==> src/rtl/control_alu_mdu_if.sv <==
// EX-stage ALU control bundle: decode inputs, ALU control and MUL/DIV sequencing outputs.
// The design drives it through the slave modport; the bench or pipeline uses master.
interface control_alu_mdu_if;
    logic       i_valid;
    logic       i_flush;
    logic [1:0] i_alu_op;
    logic [2:0] i_f3;
    logic [6:0] i_f7;
    logic       i_is_imm;
    logic [3:0] o_alu_ctl;
    logic       o_md_start;
    logic [2:0] o_md_op;
    logic       o_md_done;
    logic       o_stall;

    modport master (
        output i_valid, i_flush, i_alu_op, i_f3, i_f7, i_is_imm,
        input  o_alu_ctl, o_md_start, o_md_op, o_md_done, o_stall
    );

    modport slave (
        input  i_valid, i_flush, i_alu_op, i_f3, i_f7, i_is_imm,
        output o_alu_ctl, o_md_start, o_md_op, o_md_done, o_stall
    );
endinterface

==> src/rtl/control_alu_mdu.sv <==
// EX-stage ALU control decode for RV32I, with optional RV32M MUL/DIV stall sequencing.
// Define ALU_CTL_MD_EN to enable M-op decode and the latency FSM; otherwise M outputs are tied 0.
module control_alu_mdu #(
    parameter int unsigned MUL_LAT = 2,
    parameter int unsigned DIV_LAT = 32,
    parameter int unsigned CNT_W   = 6
) (
    input logic              i_clk,
    input logic              i_rst,
    control_alu_mdu_if.slave bus
);
    localparam logic [3:0] CtlAdd     = 4'd0;
    localparam logic [3:0] CtlSub     = 4'd1;
    localparam logic [3:0] CtlAnd     = 4'd2;
    localparam logic [3:0] CtlOr      = 4'd3;
    localparam logic [3:0] CtlXor     = 4'd4;
    localparam logic [3:0] CtlSll     = 4'd5;
    localparam logic [3:0] CtlSrl     = 4'd6;
    localparam logic [3:0] CtlSra     = 4'd7;
    localparam logic [3:0] CtlLessSig = 4'd8;
    localparam logic [3:0] CtlLessUns = 4'd9;

    logic [3:0] base_ctl;

    always_comb begin
        base_ctl = CtlAdd;
        case (bus.i_alu_op)
            2'b00: base_ctl = CtlAdd;
            2'b01: base_ctl = CtlSub;
            2'b11: begin
                case (bus.i_f3)
                    3'b000, 3'b001: base_ctl = CtlSub;
                    3'b100, 3'b101: base_ctl = CtlLessSig;
                    3'b110, 3'b111: base_ctl = CtlLessUns;
                    default:        base_ctl = CtlAdd;
                endcase
            end
            default: begin
                case (bus.i_f3)
                    // OP-IMM has no SUBI, so funct7 only matters for register ADD/SUB
                    3'b000:  base_ctl = (bus.i_is_imm || !bus.i_f7[5]) ? CtlAdd : CtlSub;
                    3'b001:  base_ctl = CtlSll;
                    3'b010:  base_ctl = CtlLessSig;
                    3'b011:  base_ctl = CtlLessUns;
                    3'b100:  base_ctl = CtlXor;
                    3'b101:  base_ctl = bus.i_f7[5] ? CtlSra : CtlSrl;
                    3'b110:  base_ctl = CtlOr;
                    default: base_ctl = CtlAnd;
                endcase
            end
        endcase
    end

`ifdef ALU_CTL_MD_EN
    localparam logic [3:0]       CtlMd  = 4'd15;
    localparam logic [CNT_W-1:0] MulCnt = CNT_W'(MUL_LAT - 2);
    localparam logic [CNT_W-1:0] DivCnt = CNT_W'(DIV_LAT - 2);

    typedef enum logic [1:0] {StIdle, StBusy, StDone} state_e;

    state_e           state_q;
    logic [CNT_W-1:0] cnt_q;
    logic [2:0]       md_op_q;
    logic             m_op;
    logic             accept;

    assign m_op   = (bus.i_alu_op == 2'b10) && !bus.i_is_imm && (bus.i_f7 == 7'b0000001);
    assign accept = (state_q == StIdle) && bus.i_valid && m_op && !bus.i_flush && !i_rst;

    always_ff @(posedge i_clk) begin
        if (i_rst) begin
            state_q <= StIdle;
            cnt_q   <= '0;
            md_op_q <= 3'b000;
        end else if (bus.i_flush) begin
            state_q <= StIdle;
        end else begin
            case (state_q)
                StIdle: begin
                    if (accept) begin
                        md_op_q <= bus.i_f3;
                        cnt_q   <= bus.i_f3[2] ? DivCnt : MulCnt;
                        state_q <= StBusy;
                    end
                end
                StBusy: begin
                    if (cnt_q != '0) begin
                        cnt_q <= cnt_q - CNT_W'(1);
                    end else begin
                        state_q <= StDone;
                    end
                end
                // The held instruction is still on the inputs here, so never re-accept
                StDone:  state_q <= StIdle;
                default: state_q <= StIdle;
            endcase
        end
    end

    assign bus.o_alu_ctl  = i_rst ? CtlAdd : (m_op ? CtlMd : base_ctl);
    assign bus.o_md_start = accept;
    assign bus.o_md_op    = md_op_q;
    assign bus.o_stall    = !i_rst && !bus.i_flush && (accept || (state_q == StBusy));
    assign bus.o_md_done  = !i_rst && !bus.i_flush && (state_q == StDone);
`else
    logic unused_inputs;

    assign unused_inputs  = ^{i_clk, bus.i_valid, bus.i_flush, bus.i_f7[6], bus.i_f7[4:0]};
    assign bus.o_alu_ctl  = i_rst ? CtlAdd : base_ctl;
    assign bus.o_md_start = 1'b0;
    assign bus.o_md_op    = 3'b000;
    assign bus.o_stall    = 1'b0;
    assign bus.o_md_done  = 1'b0;
`endif
endmodule
==> src/flat_wrapper.sv <==
// flat-port wrapper written by rule: the top's interface ports become plain ports
module control_alu_mdu_flat 
#(
    parameter int unsigned MUL_LAT = 2,
    parameter int unsigned DIV_LAT = 32,
    parameter int unsigned CNT_W   = 6
)
  (i_clk, i_rst, bus_i_valid, bus_i_flush, bus_i_alu_op, bus_i_f3, bus_i_f7, bus_i_is_imm, bus_o_alu_ctl, bus_o_md_start, bus_o_md_op, bus_o_md_done, bus_o_stall);
  control_alu_mdu_if bus_i ();
  input logic i_clk;
  input logic i_rst;
  input wire logic [$bits(bus_i.i_valid)-1:0] bus_i_valid;
  input wire logic [$bits(bus_i.i_flush)-1:0] bus_i_flush;
  input wire logic [$bits(bus_i.i_alu_op)-1:0] bus_i_alu_op;
  input wire logic [$bits(bus_i.i_f3)-1:0] bus_i_f3;
  input wire logic [$bits(bus_i.i_f7)-1:0] bus_i_f7;
  input wire logic [$bits(bus_i.i_is_imm)-1:0] bus_i_is_imm;
  output wire logic [$bits(bus_i.o_alu_ctl)-1:0] bus_o_alu_ctl;
  output wire logic [$bits(bus_i.o_md_start)-1:0] bus_o_md_start;
  output wire logic [$bits(bus_i.o_md_op)-1:0] bus_o_md_op;
  output wire logic [$bits(bus_i.o_md_done)-1:0] bus_o_md_done;
  output wire logic [$bits(bus_i.o_stall)-1:0] bus_o_stall;
  assign bus_i.i_valid = bus_i_valid;
  assign bus_i.i_flush = bus_i_flush;
  assign bus_i.i_alu_op = bus_i_alu_op;
  assign bus_i.i_f3 = bus_i_f3;
  assign bus_i.i_f7 = bus_i_f7;
  assign bus_i.i_is_imm = bus_i_is_imm;
  assign bus_o_alu_ctl = bus_i.o_alu_ctl;
  assign bus_o_md_start = bus_i.o_md_start;
  assign bus_o_md_op = bus_i.o_md_op;
  assign bus_o_md_done = bus_i.o_md_done;
  assign bus_o_stall = bus_i.o_stall;
  control_alu_mdu #(.MUL_LAT(MUL_LAT), .DIV_LAT(DIV_LAT), .CNT_W(CNT_W)) u_core (.i_clk(i_clk), .i_rst(i_rst), .bus(bus_i));
endmodule
==> config.mk <==
export PLATFORM = sky130hd
export DESIGN_NAME = control_alu_mdu_flat
export DESIGN_NICKNAME = d
export VERILOG_FILES = /design/src/rtl/control_alu_mdu_if.sv /design/src/rtl/control_alu_mdu.sv /design/src/flat_wrapper.sv
export SDC_FILE = /design/constraint.sdc
export NUM_CORES = 1
export LEC_CHECK = 0
export CORE_AREA = 3 3 40 42
export DETAILED_ROUTE_END_ITERATION = 12
export DIE_AREA = 0 0 43 45
export PLACE_DENSITY = 0.5
export SLEW_MARGIN = 20
export SYNTH_ARGS = -nofsm -noshare
export SYNTH_HDL_FRONTEND = slang
export SYNTH_SLANG_ARGS = --single-unit
export TNS_END_PERCENT = 5
==> constraint.sdc <==
create_clock -name vclk -period 1.2
set_clock_uncertainty 0.1 [all_clocks]
set_input_delay 0.24 -clock vclk [all_inputs]
set_output_delay 0.24 -clock vclk [all_outputs]
set_load 0.02 [all_outputs]
# Word level (Yosys, flattened, before mapping)
# Cells that the tools add are included.
totals:
  elab_cells: 22
  output_inout_bits: 10
  in_bits: 17
  reg_bits: 0
classes:
  n_reduce_logical: 7
  n_mux: 6
  eq_ne: 9
ops:
  columns: ["op", "count"]
  rows:
  - ["one-hot mux 4 bit (7 select lines)", 1]
  - ["one-hot mux 4 bit (3 select lines)", 2]
  - ["== test 3 bit, second input constant", 4]
  - ["== test 3 x 2 -> 1 bit, second input constant", 2]
  - ["OR reduction 2 bit", 3]
  - ["2-to-1 mux 4 bit", 1]
  - ["== test 3 x 1 -> 1 bit, second input constant", 1]
  - ["logical NOT 3 bit", 1]
  - ["== test 2 x 1 -> 1 bit, second input constant", 1]
  - ["== test 2 bit, second input constant", 1]
  - ["logical NOT 2 bit", 1]
  - ["2-to-1 mux 1 bit", 2]
  - ["logical NOT 1 bit", 1]
  - ["logical OR 1 bit", 1]

# Logic depth before layout (Yosys ltp)
depth:
  depth_word: 6
  depth_mapped: 3
  mapped_depth_nobuf: 3

# Worst setup path before layout
# Ideal clock, no wire load.
synth_path:
  path_type: "in2out"
  startpoint: "input port bus_i_f3[2]"
  endpoint: "output port bus_o_alu_ctl[3]"
  t_required_ns: 0.860
  setup_slack_ns: -0.133
  arrival_ns: 0.993
  cell_stages: 3
  n_path_buf: 0
  path_cell_list: "nor3b_1 > a21oi_1 > nor3b_1"
synth_between:
  elab_chain_cells: 5
  word_cells_on_any_way: 15
  classes_between: "eq/ne (7); mux (4); reduce/logical (4)"
synth_rtl:
  columns: ["item", "line", "source"]
  rows:
  - ["start, declared", "flat_wrapper.sv:15", "input wire logic [$bits(bus_i.i_f3)-1:0] bus_i_f3;"]
  - ["== test 3 bit, or another cell as far along", "control_alu_mdu.sv:31", "case (bus.i_f3)"]
  - ["OR reduction 2 bit", "control_alu_mdu.sv:31", null]
  - ["one-hot mux 4 bit (3 select lines)", "control_alu_mdu.sv:31", null]
  - ["one-hot mux 4 bit (3 select lines) (*)", "control_alu_mdu.sv:27", "case (bus.i_alu_op)"]
  - ["2-to-1 mux 4 bit (*)", "control_alu_mdu.sv:109", "assign bus.o_alu_ctl = i_rst ? CtlAdd : base_ctl;"]
  - ["end, declared", "flat_wrapper.sv:18", "output wire logic [$bits(bus_i.o_alu_ctl)-1:0] bus_o_alu_ctl;"]
# Mark *: on every way between the ends. The rest lies on a longest branch, timed or not.

# Final worst setup path
layout_path:
  startpoint: "input port bus_i_f3[2]"
  endpoint: "output port bus_o_alu_ctl[0]"
# Same word-level chain as after synthesis.

==> metrics.md <==
| Metric | Value |
|---|---|
| Outcome | finished with violations |
| Failing checks | setup timing |
| Combinational share of power | 100.0% |
| Ant. Diodes | 0 |
| Switching share of power | 50.4% |
| Antenna violations before repair | 0 |
| Seq/Total Area, Yosys | 0% |
| Die area | 1940 µm² |
| Layout cells sized above 1 | 63.9% |
| Period utilization | 111% |
| Remaining routing DRC violations | 0 |
| Cell total after placement | 50 |
| Reg area | 0 µm² |
| Final Hold Fails | 0 |
| Most frequent cells after synthesis | buf_4 (6), nor3b_1 (3), a21oi_1 (2), nor2b_1 (2) |
| Clkbuf count | 0 |
| Die Ht | 45 µm |
| Yosys top cell area share | 27.7% |
| Largest net degree at the start of global routing | 7 |
| Pwr Density | 371 nW/µm² |
| Internal power | 0.0587 mW |
| Maxcap violations | 0 |
| Critical Path Source Type | input port |
| Crit path time final | 1.33 ns |
| Seq cells | 0 |
| Crit path DAT | 0.99 ns |
| Pins Over Slew Limit | 0 |
| GP Congestion | 0.571 |
| Final non-filler cell total | 51 |
| WHS | 0.695 ns |
| Most common cell in the netlist | buf_4 |
| Vias in the first global route | 167 |
| Buffers added on ports | 12 |
| Overflow after GRT | 0 |
| Design Area, Final | 319 µm² |
| Site Rows | 13 |
| Setup violators final | 3 |
| Fin Setup TNS | -0.281 ns |
| Final worst slack | -0.130 ns |
| Drt first pass iters | 4 |
| Cells after Synth | 23 |
| Netlist cell types | 14 |
| Worst Path Class, Setup | in -> out |
| Share of total power in sequential cells | 0% |
| Gr usage total | 4.15% |
| Die Wd | 43 µm |
| NetSw | 0.0597 mW |
| Routed wire length | 449 µm |
| Largest area contributor in the synthesized netlist | buf_4 |
| Leakage power | 0.143 nW |
| Area growth from synthesis to layout | 96.2% |
| Ports | 27 |
| Clock power share | 0% |
| DR vias/cell | 3.65 |
| Initial Utilization | 12.7% |
| First-pass GRT wire length | 662 µm |
| Syn Area/Cell | 7.07 µm² |
| CP Capture Type | output pin |
| Ys Warns | 0 |
| Max VDD drop | 117 µV |
| Routed Antenna Nets | 0 |
| Crit Path Max Fanout | 6 |
| RSZ-0062 raised after global routing | true |
| Core Region | 1280 µm² |
| Initial DRC Count | 1 |
| Final Core Density | 24.8% |
| Nets@finish | 55 |
| Wire per inst | 8.80 µm |
| Synth top area cells | buf_4 (28%), nor3b_1 (14%), a221oi_2 (9.2%) |
| Hold Crit Class | in -> out |
| Synth Cell Area | 163 µm² |
| Fmax | 752 MHz |
| Post-DP Area | 288 µm² |
| Worst EP required | 0.86 ns |
| Vias | 186 |
==> final timing paths <==
| check | from | endpoint | slack (ns) | cells past startpoint |
|---|---|---|---|---|
| setup / recovery | bus_i_f3[2] | bus_o_alu_ctl[0] | -0.13 | 5 |
| hold / removal | bus_i_f3[1] | bus_o_alu_ctl[2] | 0.69 | 3 |
==> cells by family (layout without fill, tap and decap cells) <==
logic type	Yosys count	after routing	share of synthesized area (%)
AO/OA/AOI/OAI	5	5	27.7
XOR/XNOR	1	1	5.39
buffers and inverters	7	15	30.0
other	1	6	2.31
AND/OR/NAND/NOR	9	9	34.6
==> layout by cell type, fill, tap and decap left out <==
cell and instances:
nor2_1 1, nor3b_1 2, xnor2_4 1, buf_6 2, buf_2 4, clkdlybuf4s15_2 1, a21oi_1 1, conb_1 6
a21oi_2 1, nor2b_4 2, nor3b_2 1, o221ai_2 1, nand3b_1 1, inv_2 1, buf_12 1, buf_4 6
nand2_1 1, o21ai_0 1, a221oi_2 1, or2_4 1
==> metal layers <==
metal	wire length (µm)	up-vias	global-route usage, %
met2	190	12	6.29
met1	201	80	6.68
met4	0	0	0
met5	0	-	0
li1	-	94	-
met3	56	0	0.398
==> power by group through the flow <==
stage                     logic, mW  registers, mW  clock network [mW]
final                         0.118              0                   0
after global routing          0.127              0                   0
after CTS                     0.109              0                   0
after detailed placement      0.102              0                   0
after global placement        0.102              0                   0
after floorplan              0.0660              0                   0
==> stage by stage <==
step           power (mW)  worst slack [ns]
3_3_place_gp        0.102             -1.06
2_1_floorplan      0.0660           -0.0903
6_report            0.118            -0.130
4_1_cts             0.109            -0.132
3_5_place_dp        0.102             -1.05
5_1_grt             0.127            -0.172
==> worst max-delay path: stages <==
cell,delay (ns)
buf_12,0.11
or2_4,0.24
o221ai_2,0.15
a221oi_2,0.08
buf_4,0.16
==> final cells by class <==
cell class	count	area [µm²]
timing repair buffer	14	119
inverter	1	3.75
fill	153	966
multi-input combinational	21	178
tap	15	18.8
==> timing repair <==
action	CTS	global route
buffers inserted	1	0
cloned	0	0
setup endpoints to repair	4	4
resized for setup	64	4
hold buffers	0	0
pin swaps	5	1
Note: power is estimated with default switching activity, not from simulation.
